File: config.mk
export PLATFORM = sky130hd
export DESIGN_NAME = ssd_scan_ctrl_flat
export DESIGN_NICKNAME = d
export VERILOG_FILES = /design/src/rtl/ssd_scan_ctrl_if.sv /design/src/rtl/ssd_scan_ctrl.sv /design/src/flat_wrapper.sv
export SDC_FILE = /design/constraint.sdc
export NUM_CORES = 1
export LEC_CHECK = 0
export ABC_AREA = 1
export ABC_CLOCK_PERIOD_IN_PS = 8700
export BUFFER_PORTS_ARGS = -buffer_cell sky130_fd_sc_hd__buf_2
export CELL_PAD_IN_SITES_DETAIL_PLACEMENT = 1
export CELL_PAD_IN_SITES_GLOBAL_PLACEMENT = 1
export CORE_MARGIN = 4
export CORE_UTILIZATION = 48
export CTS_CLUSTER_SIZE = 12
export DETAILED_ROUTE_END_ITERATION = 6
export PLACE_DENSITY = 0.85
export SYNTH_ARGS = -nofsm -noshare
export SYNTH_HDL_FRONTEND = slang
export SYNTH_SLANG_ARGS = --single-unit
File: constraint.sdc
create_clock -name clk -period 8.7 [get_ports clk]
set_input_delay 1.74 -clock clk [delete_from_list [all_inputs] [get_ports clk]]
set_output_delay 1.74 -clock clk [all_outputs]
set_load 0.02 [all_outputs]
File: src/rtl/ssd_scan_ctrl_if.sv
// Bus for ssd_scan_ctrl: update value/strobe and live display controls in, status and board pins out.
// blink_mask is present only when SSD_BLINK_EN is defined.
interface ssd_scan_ctrl_if #(
   parameter int unsigned NUM_DIGITS = 8,
   parameter int unsigned BIN_W      = 16
);
   logic [BIN_W-1:0]      value;
   logic                  load;
   logic                  mode;
   logic                  blank_lz;
   logic [NUM_DIGITS-1:0] dp_mask;
   logic                  busy;
   logic                  overflow;
   logic [NUM_DIGITS-1:0] an;
   logic [6:0]            cathodes;
   logic                  dp;

`ifdef SSD_BLINK_EN
   logic [NUM_DIGITS-1:0] blink_mask;

   modport master (
      output value, load, mode, blank_lz, dp_mask, blink_mask,
      input  busy, overflow, an, cathodes, dp
   );
   modport slave (
      input  value, load, mode, blank_lz, dp_mask, blink_mask,
      output busy, overflow, an, cathodes, dp
   );
`else
   modport master (
      output value, load, mode, blank_lz, dp_mask,
      input  busy, overflow, an, cathodes, dp
   );
   modport slave (
      input  value, load, mode, blank_lz, dp_mask,
      output busy, overflow, an, cathodes, dp
   );
`endif
endinterface

File: src/rtl/ssd_scan_ctrl.sv
// Seven-segment scan controller: hex or double-dabble decimal display of a binary value,
// leading-zero blanking and per-digit dots. Optional digit blinking under SSD_BLINK_EN.
module ssd_scan_ctrl #(
   parameter int unsigned NUM_DIGITS = 8,
   parameter int unsigned BIN_W      = 16,
   parameter int unsigned SCAN_BITS  = 18
`ifdef SSD_BLINK_EN
   ,
   parameter int unsigned BLINK_BIT  = 25
`endif
) (
   input logic           clk,
   input logic           reset,
   ssd_scan_ctrl_if.slave bus
);
   localparam int unsigned DISP_W     = 4 * NUM_DIGITS;
   localparam int unsigned DEC_DIGITS = (BIN_W * 3) / 10 + 1;
   localparam int unsigned BCD_W      = 4 * DEC_DIGITS;
   localparam int unsigned HEX_XW     = (BIN_W > DISP_W) ? BIN_W : DISP_W;
   localparam int unsigned BCD_XW     = (BCD_W > DISP_W) ? BCD_W : DISP_W;
   localparam int unsigned IDX_W      = (NUM_DIGITS > 1) ? $clog2(NUM_DIGITS) : 1;
   localparam int unsigned ITER_W     = $clog2(BIN_W + 1);
   localparam logic [IDX_W-1:0]  LAST_IDX  = IDX_W'(NUM_DIGITS - 1);
   localparam logic [ITER_W-1:0] LAST_ITER = ITER_W'(BIN_W - 1);
   localparam logic [HEX_XW-1:0] HEX_LOW   = HEX_XW'({DISP_W{1'b1}});
   localparam logic [BCD_XW-1:0] BCD_LOW   = BCD_XW'({DISP_W{1'b1}});

   typedef enum logic {ST_IDLE, ST_CONV} state_t;

   state_t                state;
   logic [BIN_W-1:0]      bin_sr;
   logic [BCD_W-1:0]      bcd_sr;
   logic [ITER_W-1:0]     iter_cnt;
   logic [DISP_W-1:0]     display;
   logic                  busy_q;
   logic                  ovf_q;
   logic [SCAN_BITS-1:0]  scan_cnt;
   logic                  scan_run;
   logic [IDX_W-1:0]      idx;
   logic [NUM_DIGITS-1:0] an_q;
   logic [6:0]            cath_q;
   logic                  dp_q;

   logic [BCD_W-1:0]      bcd_adj;
   logic [BCD_W-1:0]      bcd_nxt;
   logic [HEX_XW-1:0]     hex_ext;
   logic [BCD_XW-1:0]     bcd_ext;
   logic [DISP_W-1:0]     disp_hi;
   logic                  lz_off;
   logic                  blink_hide;

   function automatic logic [6:0] seg7(input logic [3:0] nib);
      case (nib)
         4'h0:    seg7 = 7'b0000001;
         4'h1:    seg7 = 7'b1001111;
         4'h2:    seg7 = 7'b0010010;
         4'h3:    seg7 = 7'b0000110;
         4'h4:    seg7 = 7'b1001100;
         4'h5:    seg7 = 7'b0100100;
         4'h6:    seg7 = 7'b0100000;
         4'h7:    seg7 = 7'b0001111;
         4'h8:    seg7 = 7'b0000000;
         4'h9:    seg7 = 7'b0000100;
         4'hA:    seg7 = 7'b0001000;
         4'hB:    seg7 = 7'b1100000;
         4'hC:    seg7 = 7'b0110001;
         4'hD:    seg7 = 7'b1000010;
         4'hE:    seg7 = 7'b0110000;
         default: seg7 = 7'b0111000;
      endcase
   endfunction

   // One double-dabble step: add 3 to every BCD digit >= 5, then shift in the next binary MSB
   always_comb begin
      bcd_adj = bcd_sr;
      for (int unsigned d = 0; d < DEC_DIGITS; d++) begin
         if (bcd_sr[4*d +: 4] >= 4'd5) bcd_adj[4*d +: 4] = bcd_sr[4*d +: 4] + 4'd3;
      end
      bcd_nxt = BCD_W'({bcd_adj, bin_sr[BIN_W-1]});
   end

   assign hex_ext = HEX_XW'(bus.value);
   assign bcd_ext = BCD_XW'(bcd_nxt);

   // Current digit and everything above it; all-zero means a leading zero
   assign disp_hi = display >> {idx, 2'b00};
   assign lz_off  = bus.blank_lz && (idx != '0) && (disp_hi == '0);

`ifdef SSD_BLINK_EN
   logic [BLINK_BIT:0] blink_cnt;

   always_ff @(posedge clk or posedge reset) begin
      if (reset) blink_cnt <= '0;
      else       blink_cnt <= blink_cnt + 1'b1;
   end

   assign blink_hide = blink_cnt[BLINK_BIT] && bus.blink_mask[idx];
`else
   assign blink_hide = 1'b0;
`endif

   // Load/convert FSM; display only changes on a hex load or when a conversion completes
   always_ff @(posedge clk or posedge reset) begin
      if (reset) begin
         state    <= ST_IDLE;
         busy_q   <= 1'b0;
         ovf_q    <= 1'b0;
         display  <= '0;
         bin_sr   <= '0;
         bcd_sr   <= '0;
         iter_cnt <= '0;
      end else begin
         case (state)
            ST_IDLE: begin
               if (bus.load) begin
                  if (bus.mode) begin
                     state    <= ST_CONV;
                     busy_q   <= 1'b1;
                     bin_sr   <= bus.value;
                     bcd_sr   <= '0;
                     iter_cnt <= '0;
                  end else begin
                     display <= hex_ext[DISP_W-1:0];
                     ovf_q   <= |(hex_ext & ~HEX_LOW);
                  end
               end
            end
            ST_CONV: begin
               bin_sr <= bin_sr << 1;
               bcd_sr <= bcd_nxt;
               if (iter_cnt == LAST_ITER) begin
                  state   <= ST_IDLE;
                  busy_q  <= 1'b0;
                  display <= bcd_ext[DISP_W-1:0];
                  ovf_q   <= |(bcd_ext & ~BCD_LOW);
               end else begin
                  iter_cnt <= iter_cnt + 1'b1;
               end
            end
            default: state <= ST_IDLE;
         endcase
      end
   end

   // Scan: the first counter wrap only arms the outputs, later wraps advance the digit
   always_ff @(posedge clk or posedge reset) begin
      if (reset) begin
         scan_cnt <= '0;
         scan_run <= 1'b0;
         idx      <= '0;
         an_q     <= '1;
         cath_q   <= 7'b1111111;
         dp_q     <= 1'b1;
      end else begin
         scan_cnt <= scan_cnt + 1'b1;
         if (&scan_cnt) begin
            if (!scan_run) scan_run <= 1'b1;
            else           idx      <= (idx == LAST_IDX) ? '0 : idx + 1'b1;
         end
         if (scan_run) begin
            an_q   <= blink_hide ? '1 : ~(NUM_DIGITS'(1'b1) << idx);
            cath_q <= lz_off ? 7'b1111111 : seg7(disp_hi[3:0]);
            dp_q   <= ~bus.dp_mask[idx];
         end
      end
   end

   assign bus.busy     = busy_q;
   assign bus.overflow = ovf_q;
   assign bus.an       = an_q;
   assign bus.cathodes = cath_q;
   assign bus.dp       = dp_q;
endmodule
File: src/flat_wrapper.sv
// flat-port wrapper written by rule: the top's interface ports become plain ports
module ssd_scan_ctrl_flat 
#(
   parameter int unsigned NUM_DIGITS = 8,
   parameter int unsigned BIN_W      = 16,
   parameter int unsigned SCAN_BITS  = 18

)
  (clk, reset, bus_value, bus_load, bus_mode, bus_blank_lz, bus_dp_mask, bus_busy, bus_overflow, bus_an, bus_cathodes, bus_dp);
  ssd_scan_ctrl_if #(.NUM_DIGITS(NUM_DIGITS), .BIN_W(BIN_W)) bus_i ();
  input logic clk;
  input logic reset;
  input wire logic [$bits(bus_i.value)-1:0] bus_value;
  input wire logic [$bits(bus_i.load)-1:0] bus_load;
  input wire logic [$bits(bus_i.mode)-1:0] bus_mode;
  input wire logic [$bits(bus_i.blank_lz)-1:0] bus_blank_lz;
  input wire logic [$bits(bus_i.dp_mask)-1:0] bus_dp_mask;
  output wire logic [$bits(bus_i.busy)-1:0] bus_busy;
  output wire logic [$bits(bus_i.overflow)-1:0] bus_overflow;
  output wire logic [$bits(bus_i.an)-1:0] bus_an;
  output wire logic [$bits(bus_i.cathodes)-1:0] bus_cathodes;
  output wire logic [$bits(bus_i.dp)-1:0] bus_dp;
  assign bus_i.value = bus_value;
  assign bus_i.load = bus_load;
  assign bus_i.mode = bus_mode;
  assign bus_i.blank_lz = bus_blank_lz;
  assign bus_i.dp_mask = bus_dp_mask;
  assign bus_busy = bus_i.busy;
  assign bus_overflow = bus_i.overflow;
  assign bus_an = bus_i.an;
  assign bus_cathodes = bus_i.cathodes;
  assign bus_dp = bus_i.dp;
  ssd_scan_ctrl #(.NUM_DIGITS(NUM_DIGITS), .BIN_W(BIN_W), .SCAN_BITS(SCAN_BITS)) u_core (.clk(clk), .reset(reset), .bus(bus_i));
endmodule
==> flow_summary.yaml, run 1 <==
clock_network:
  clock_sinks: 101
  clkTransAtPathRegs_ns: 0.10
  cts_hold_buf: 0
  root_buffer: "clkbuf_8"
  clock_latency_ns: 0.38
  cts_made_buffers: 9
  cts_setup_buffers: 0
  cts.repair.resized: 0
  tritoncts: "yes"
  cts_buffer_depth: 2
  htree_levels: 3
die:
  std_cell_rows: 38
  die_area_um2: 12900
  die_w_um: 114
  fp.dieH_um: 114
  io_pins: 47
  start_util_pct: 49.1
  coreArea_um2: 10900
hold_path:
  min_path_type: "register to register"
sta:
  setup-tns-final_ns: 0
  finalCritPeriodShare_pct: 43.4
  layout_min_cycle_time_ns: 3.78
  tightestPinTransition_ns: 1.06
  slew_violations: 0
  setup_viol: 0
  rsz0062_at_grt: "no"
  skew_ns: 0.00597
  hold_viol_final: 0
  slew_headroom_pct: 29.3
  fmax_ghz: 0.265
setup_path:
  path_common_cell: "inv_1"
  critical_path.endpoint: "u_core.bcd_sr[12]"
  cp_slowest_cell: "nor2_1"
  r2r_setup_slack_ns: 5.28
  crit_chain: "buf_2 > nand2_1 > inv_1 > nor2_1 > inv_1 > o21ai_0"
  r2r-end: "u_core.display[10]"
  path_class: "input pin to register"
  arrival_ns: 4.07
  required_ns: 8.99
  r2r-start: "u_core.state"
  endpoint_kind: "register"
  path_max_fanout: 20
  r2r_cells: 6
  cp-start-kind: "input pin"
  critPathLaunch: "bus_mode"
  slowest_delay_ns: 0.81
cells_and_area:
  nFillCells: 1386
  drive_gt1_share_pct: 13.4
  final_cells: 832
  diodes: 0
  nNetsFinal: 741
  synthToLayoutAreaGrowth_pct: 8.68
  fin_util_pct: 53.4
detailed_routing:
  drc: 0
  vias: 4495
  drt_iter0_drc: 207
  drt-total-wl_um: 12800
  antenna_left: 0
  via_per_inst: 5.40
  routedWlPerCell_um: 15.3
  dr.pass1.iters: 4
global_route:
  antenna_found_initial: 0
  gr-usage-all-layers_pct: 21.0
  grt_overflow: 0
  grt_pass1_wl_um: 22100
  grt_pass1_vias: 4654
  grt_max_degree: 61
pwr:
  pwr_density_cell_nw_per_um2: 290
  leakagePower_nw: 2.81
  power_w: 0.00168
  ir_drop_mv: 0.188
logic_synthesis:
  netlist.area_leader.share_pct: 39.8
  yosysSeqAreaShare_pct: 47.6
  synthCells: 654
  ys_warn_count: 0
  synthArstFlopShare_pct: 100
  ys_ff_latch: 101
  syn_area_per_cell_um2: 8.18
  yosys.area.top_type: "dfrtp_1"
  ys_types: 37
  synth_edf_count: 0
  synth_ff_type: "dfrtp_1"
  synth_area_leaders: "dfrtp_1, nand2_1, dfstp_2"
  syn-num-nets: 708
  synth.cell_area_um2: 5350
placed_design:
  io_buffer_count: 45
  dp.final_hpwl_um: 9350
  gp_congestion: 0.844
  dp.cells: 816
run:
  drv_cap: 0
run_status:
  status: "complete, no violations"
==> Yosys cell counts, types with 2 or more instances <==
| cell type | number |
|---|---|
| a21oi_1 | 33 |
| a31oi_1 | 18 |
| buf_1 | 2 |
| buf_2 | 9 |
| buf_4 | 4 |
| clkbuf_1 | 9 |
| dfrtp_1 | 85 |
| dfstp_2 | 16 |
| ha_1 | 25 |
| inv_1 | 60 |
| inv_2 | 6 |
| nand2_1 | 163 |
| nand2_2 | 2 |
| nand3_1 | 43 |
| nand3_2 | 2 |
| nand3b_1 | 3 |
| nand4_1 | 3 |
| nor2_1 | 54 |
| nor3_1 | 3 |
| o211ai_1 | 15 |
| o21ai_0 | 54 |
| o21ai_1 | 7 |
| o22ai_1 | 4 |
| xnor2_1 | 7 |
| xor2_1 | 15 |
==> worst max-delay path: cells and delay by family <==
kind / cells / cell delay [ns]
AND/OR/NAND/NOR: 2 / 1.19
AO/OA/AOI/OAI: 1 / 0.32
buffers and inverters: 3 / 0.80
==> worst min path at each step <==
stage,slack (ns),endpoint,start,cells after the start
floorplan,0.42,u_core.scan_cnt[0],u_core.scan_cnt[0],1
global placement,0.44,u_core.scan_cnt[0],u_core.scan_cnt[0],1
detailed placement,0.45,u_core.scan_cnt[0],u_core.scan_cnt[0],1
CTS,0.46,u_core.scan_cnt[0],u_core.scan_cnt[0],1
global route,0.48,u_core.scan_cnt[0],u_core.scan_cnt[0],1
finish,0.46,u_core.scan_cnt[0],u_core.scan_cnt[0],1
==> kinds of logic after synthesis <==
| group | after synthesis | share of synthesized area, % |
|---|---|---|
| and+or+nand+nor | 279 | 21.8 |
| AOI/OAI and AO/OA | 134 | 14.0 |
| DFF | 101 | 47.6 |
| buffers and inverters | 92 | 7.09 |
| adders and majority gates | 25 | 5.85 |
| xor gates and xnor gates | 22 | 3.60 |
| other | 1 | 0.0701 |
==> per-stage QoR <==
stage | hold WS (ns) | setup slack, ns | area, µm²
after floorplan | 0.422 | 4.34 | 5350
after global placement | 0.437 | 4.65 | 5640
after detailed placement | 0.446 | 4.49 | 5640
after CTS | 0.461 | 4.90 | 5810
after global routing | 0.475 | 4.60 | 5810
final | 0.458 | 4.92 | 5810
==> flip-flops by register name, indices dropped and copies added, names as in the netlist <==
signal,cells
u_core.idx,3
u_core.bus.cathodes,7
u_core.bus.an,8
u_core.state,1
u_core.scan_run,1
u_core.display,20
u_core.bus.dp,1
u_core.iter_cnt,5
u_core.bin_sr,16
u_core.bcd_sr,20
u_core.bus.busy,1
u_core.scan_cnt,18
==> area by class of cell <==
cell class,instances,area (µm²),area share (%)
Inverter,67,254,4.37
Multi-Input combinational cell,461,2420,41.7
Clock buffer,10,128,2.20
Sequential cell,101,2550,43.8
Timing Repair Buffer,47,240,4.13
Clock inverter,6,46.3,0.797
Tap cell,140,175,3.01
==> placed cells by master (no fill, tap or decap), types with 4 or more instances in the layout <==
master,instances
nand2_1,163
dfrtp_1,85
inv_1,59
nor2_1,54
o21ai_0,54
buf_2,45
nand3_1,43
a21oi_1,33
ha_1,25
a31oi_1,18
dfstp_2,16
o211ai_1,15
xor2_1,15
clkbuf_8,9
o21ai_1,7
xnor2_1,7
inv_2,6
o22ai_1,4
==> layer usage <==
metal | global-route usage, % | part of all wire [%]
met5 | 0 | 0
met4 | 4.81 | 1.2
met1 | 27.5 | 47
met2 | 35.8 | 49
met3 | 4.62 | 3.6
==> power breakdown <==
part / leakage (nW) / internal (W) / switching [W]
Clock: 0.0890 / 0.000107 / 0.000171
Combinational: 1.49 / 0.000235 / 0.000443
Sequential: 1.23 / 0.000607 / 0.000119
Total: 2.81 / 0.000950 / 0.000734
(Power assumes the default switching activity.)
==> run 2, diff against run 1 <==
- ABC_CLOCK_PERIOD_IN_PS: 8700 -> 3380
- CORE_UTILIZATION: 48 -> 41
- PLACE_DENSITY: 0.85 -> 0.78
- clock period: 8.7 -> 3.38 ns (I/O delays scaled with it)
==> run 2 against run 1 <==
  * Core utilization fell by 5.7 points
  * Via count increased by 0.51%
  * Worst hold slack lost 0.022 ns
  * Clock power grew to 3.9 times the previous value
  * Setup slack lost 3.9 ns
  * Cell area is 3.9% higher
  * Combinational power rose to 2.7 times the previous value
  * Cell count up 4.4%
  * Power increased to 2.8 times the previous value
  * Critical endpoint is now u_core.bus.cathodes[6]
  * Largest power group is now combinational cells
==> flow_summary.yaml, run 2 (synthesized netlist as in run 1, its figures left out) <==
cells_and_area:
  final_cell_mix: "nand2_1, dfrtp_1, inv_1"
  nFillCells: 1578
  diodes: 0
  layout_commonest_cell: "nand2_1"
  design_area_um2: 6040
  drive_gt1_share_pct: 14.1
  reg.largest.list: "u_core.bcd_sr: 20 flops, u_core.display: 20 flops, u_core.scan_cnt: 18 flops"
  synthToLayoutAreaGrowth_pct: 13.0
  nNetsFinal: 746
clock_network:
  cts_buffer_depth: 2
  clkTransAtPathRegs_ns: 0.07
  cts.repair.resized: 0
  root_buffer: "clkbuf_16"
  htree_levels: 3
  clock_latency_ns: 0.35
  tritoncts: "yes"
  cts_hold_buf: 0
  cts_setup_buffers: 0
  clock_sinks: 101
  cts_made_buffers: 9
pwr:
  pwr-share-comb_pct: 38.7
  ir_drop_mv: 0.442
  leakagePower_nw: 2.90
  switchingPower_w: 0.00192
  p_int_w: 0.00283
  switching_share_pct: 40.5
  pwr_density_cell_nw_per_um2: 786
  sequentialPowerShare_pct: 38.3
  clock_power_share_pct: 23.0
setup_path:
  path_class: "register to register"
  arrival_ns: 2.62
  cp_num_buf_inv: 2
  path_common_cell: "nand2_1"
  r2r_setup_slack_ns: 1.04
  cp_slowest_cell: "dfrtp_1"
  slowest_delay_ns: 0.55
  required_ns: 3.66
  r2r_cells: 12
  r2r-end: "u_core.bus.cathodes[6]"
  crit_chain: "inv_2 > nand2_1 > a21oi_1 > nand2_1 > nand3_1 > inv_1 > ha_1 > nand3b_1 > nand3_1 > nand2_1 > nor2_1 > a21oi_1"
  endpoint_kind: "register"
  path_max_fanout: 16
  critical_path.top_delay_family: "simple AND/OR/NAND/NOR gates"
  cp-start-kind: "register"
  r2r-start: "u_core.idx[1]"
sta:
  skew_ns: 0.00860
  setup_viol: 0
  setup-tns-final_ns: 0
  whs_ns: 0.436
  fmax_ghz: 0.428
  slew_headroom_pct: 54.4
  layout_min_cycle_time_ns: 2.34
  finalCritPeriodShare_pct: 69.1
  slew_violations: 0
  rsz0062_at_grt: "no"
  hold_viol_final: 0
  tightestPinTransition_ns: 0.684
detailed_routing:
  dr.pass1.iters: 4
  routedWlPerCell_um: 15.5
  drt-total-wl_um: 13500
  via_per_inst: 5.20
  drt_iter0_drc: 225
  vias: 4518
  antenna_left: 0
  drc: 0
placed_design:
  placed_cell_area_um2: 5730
  gp_congestion: 0.791
  io_buffer_count: 45
  dp.final_hpwl_um: 9770
global_route:
  grt_pass1_vias: 4864
  grt_pass1_wl_um: 23300
  antenna_found_initial: 0
  gr-usage-all-layers_pct: 19.6
  grt_max_degree: 53
  grt_overflow: 0
die:
  io_pins: 47
  start_util_pct: 42.2
  coreArea_um2: 12700
  fp.dieH_um: 122
  std_cell_rows: 41
  die_w_um: 122
  die_area_um2: 14900
run:
  drv_cap: 0
hold_path:
  min_path_type: "input pin to async pin"
run_status:
  status: "complete, no violations"
-- run 2: changes by cell type in the layout (fill, tap and decap cells not counted) --
cell,previous run,this run
buf_4,2,6
bufinv_16,0,1
inv_8,1,0
clkinv_2,2,1
buf_12,0,1
clkbuf_8,9,3
clkbuf_16,0,9
inv_6,2,0
-- run 2: per-stage QoR --
step                instances  total power [W]  util, %  setup WS [ns]
global route              869          0.00518     47.7          0.822
global placement          853          0.00351     45.2           1.18
detailed placement        853          0.00367     45.2           1.01
floorplan                 654          0.00314        -         0.0833
CTS                       869          0.00480     47.7           1.01
finish                    869          0.00475     47.7           1.04
-- run 2: how the worst max path moves through the flow --
| stage | start | endpoint | depth (start not counted) |
|---|---|---|---|
| after floorplan | reset | u_core.bcd_sr[0] | 1 |
| after global placement | u_core.idx[1] | u_core.bus.cathodes[3] | 12 |
| after detailed placement | bus_load | u_core.bcd_sr[5] | 6 |
| after CTS | u_core.idx[1] | u_core.bus.cathodes[6] | 12 |
| after global routing | u_core.idx[1] | u_core.bus.cathodes[3] | 12 |
| final | u_core.idx[1] | u_core.bus.cathodes[6] | 12 |
-- run 2: area by class of cell --
cell class / count / area [µm²] / area share (%)
Inverter: 67 / 254 / 4.20
Multi-Input combinational cell: 461 / 2420 / 40.1
Sequential cell: 101 / 2550 / 42.2
Tap cell: 172 / 215 / 3.56
Timing Repair Buffer: 52 / 290 / 4.81
Clock inverter: 3 / 42.5 / 0.704
Clock buffer: 13 / 270 / 4.47
-- run 2: per-layer routing --
layer	wire [µm]	vias up	GRT usage [%]
met4	229	0	6.65
met5	0	-	0
met2	6840	46	33.6
li1	-	2223	-
met1	6130	2230	25.2
met3	265	19	3.20
-- run 2: power by group through the flow --
stage	logic [W]	clock network, W	registers (W)
after detailed placement	0.00184	0	0.00183
after global routing	0.00214	0.00117	0.00186
after floorplan	0.00138	0	0.00176
after CTS	0.00186	0.00112	0.00182
final	0.00184	0.00109	0.00182
after global placement	0.00169	0	0.00182
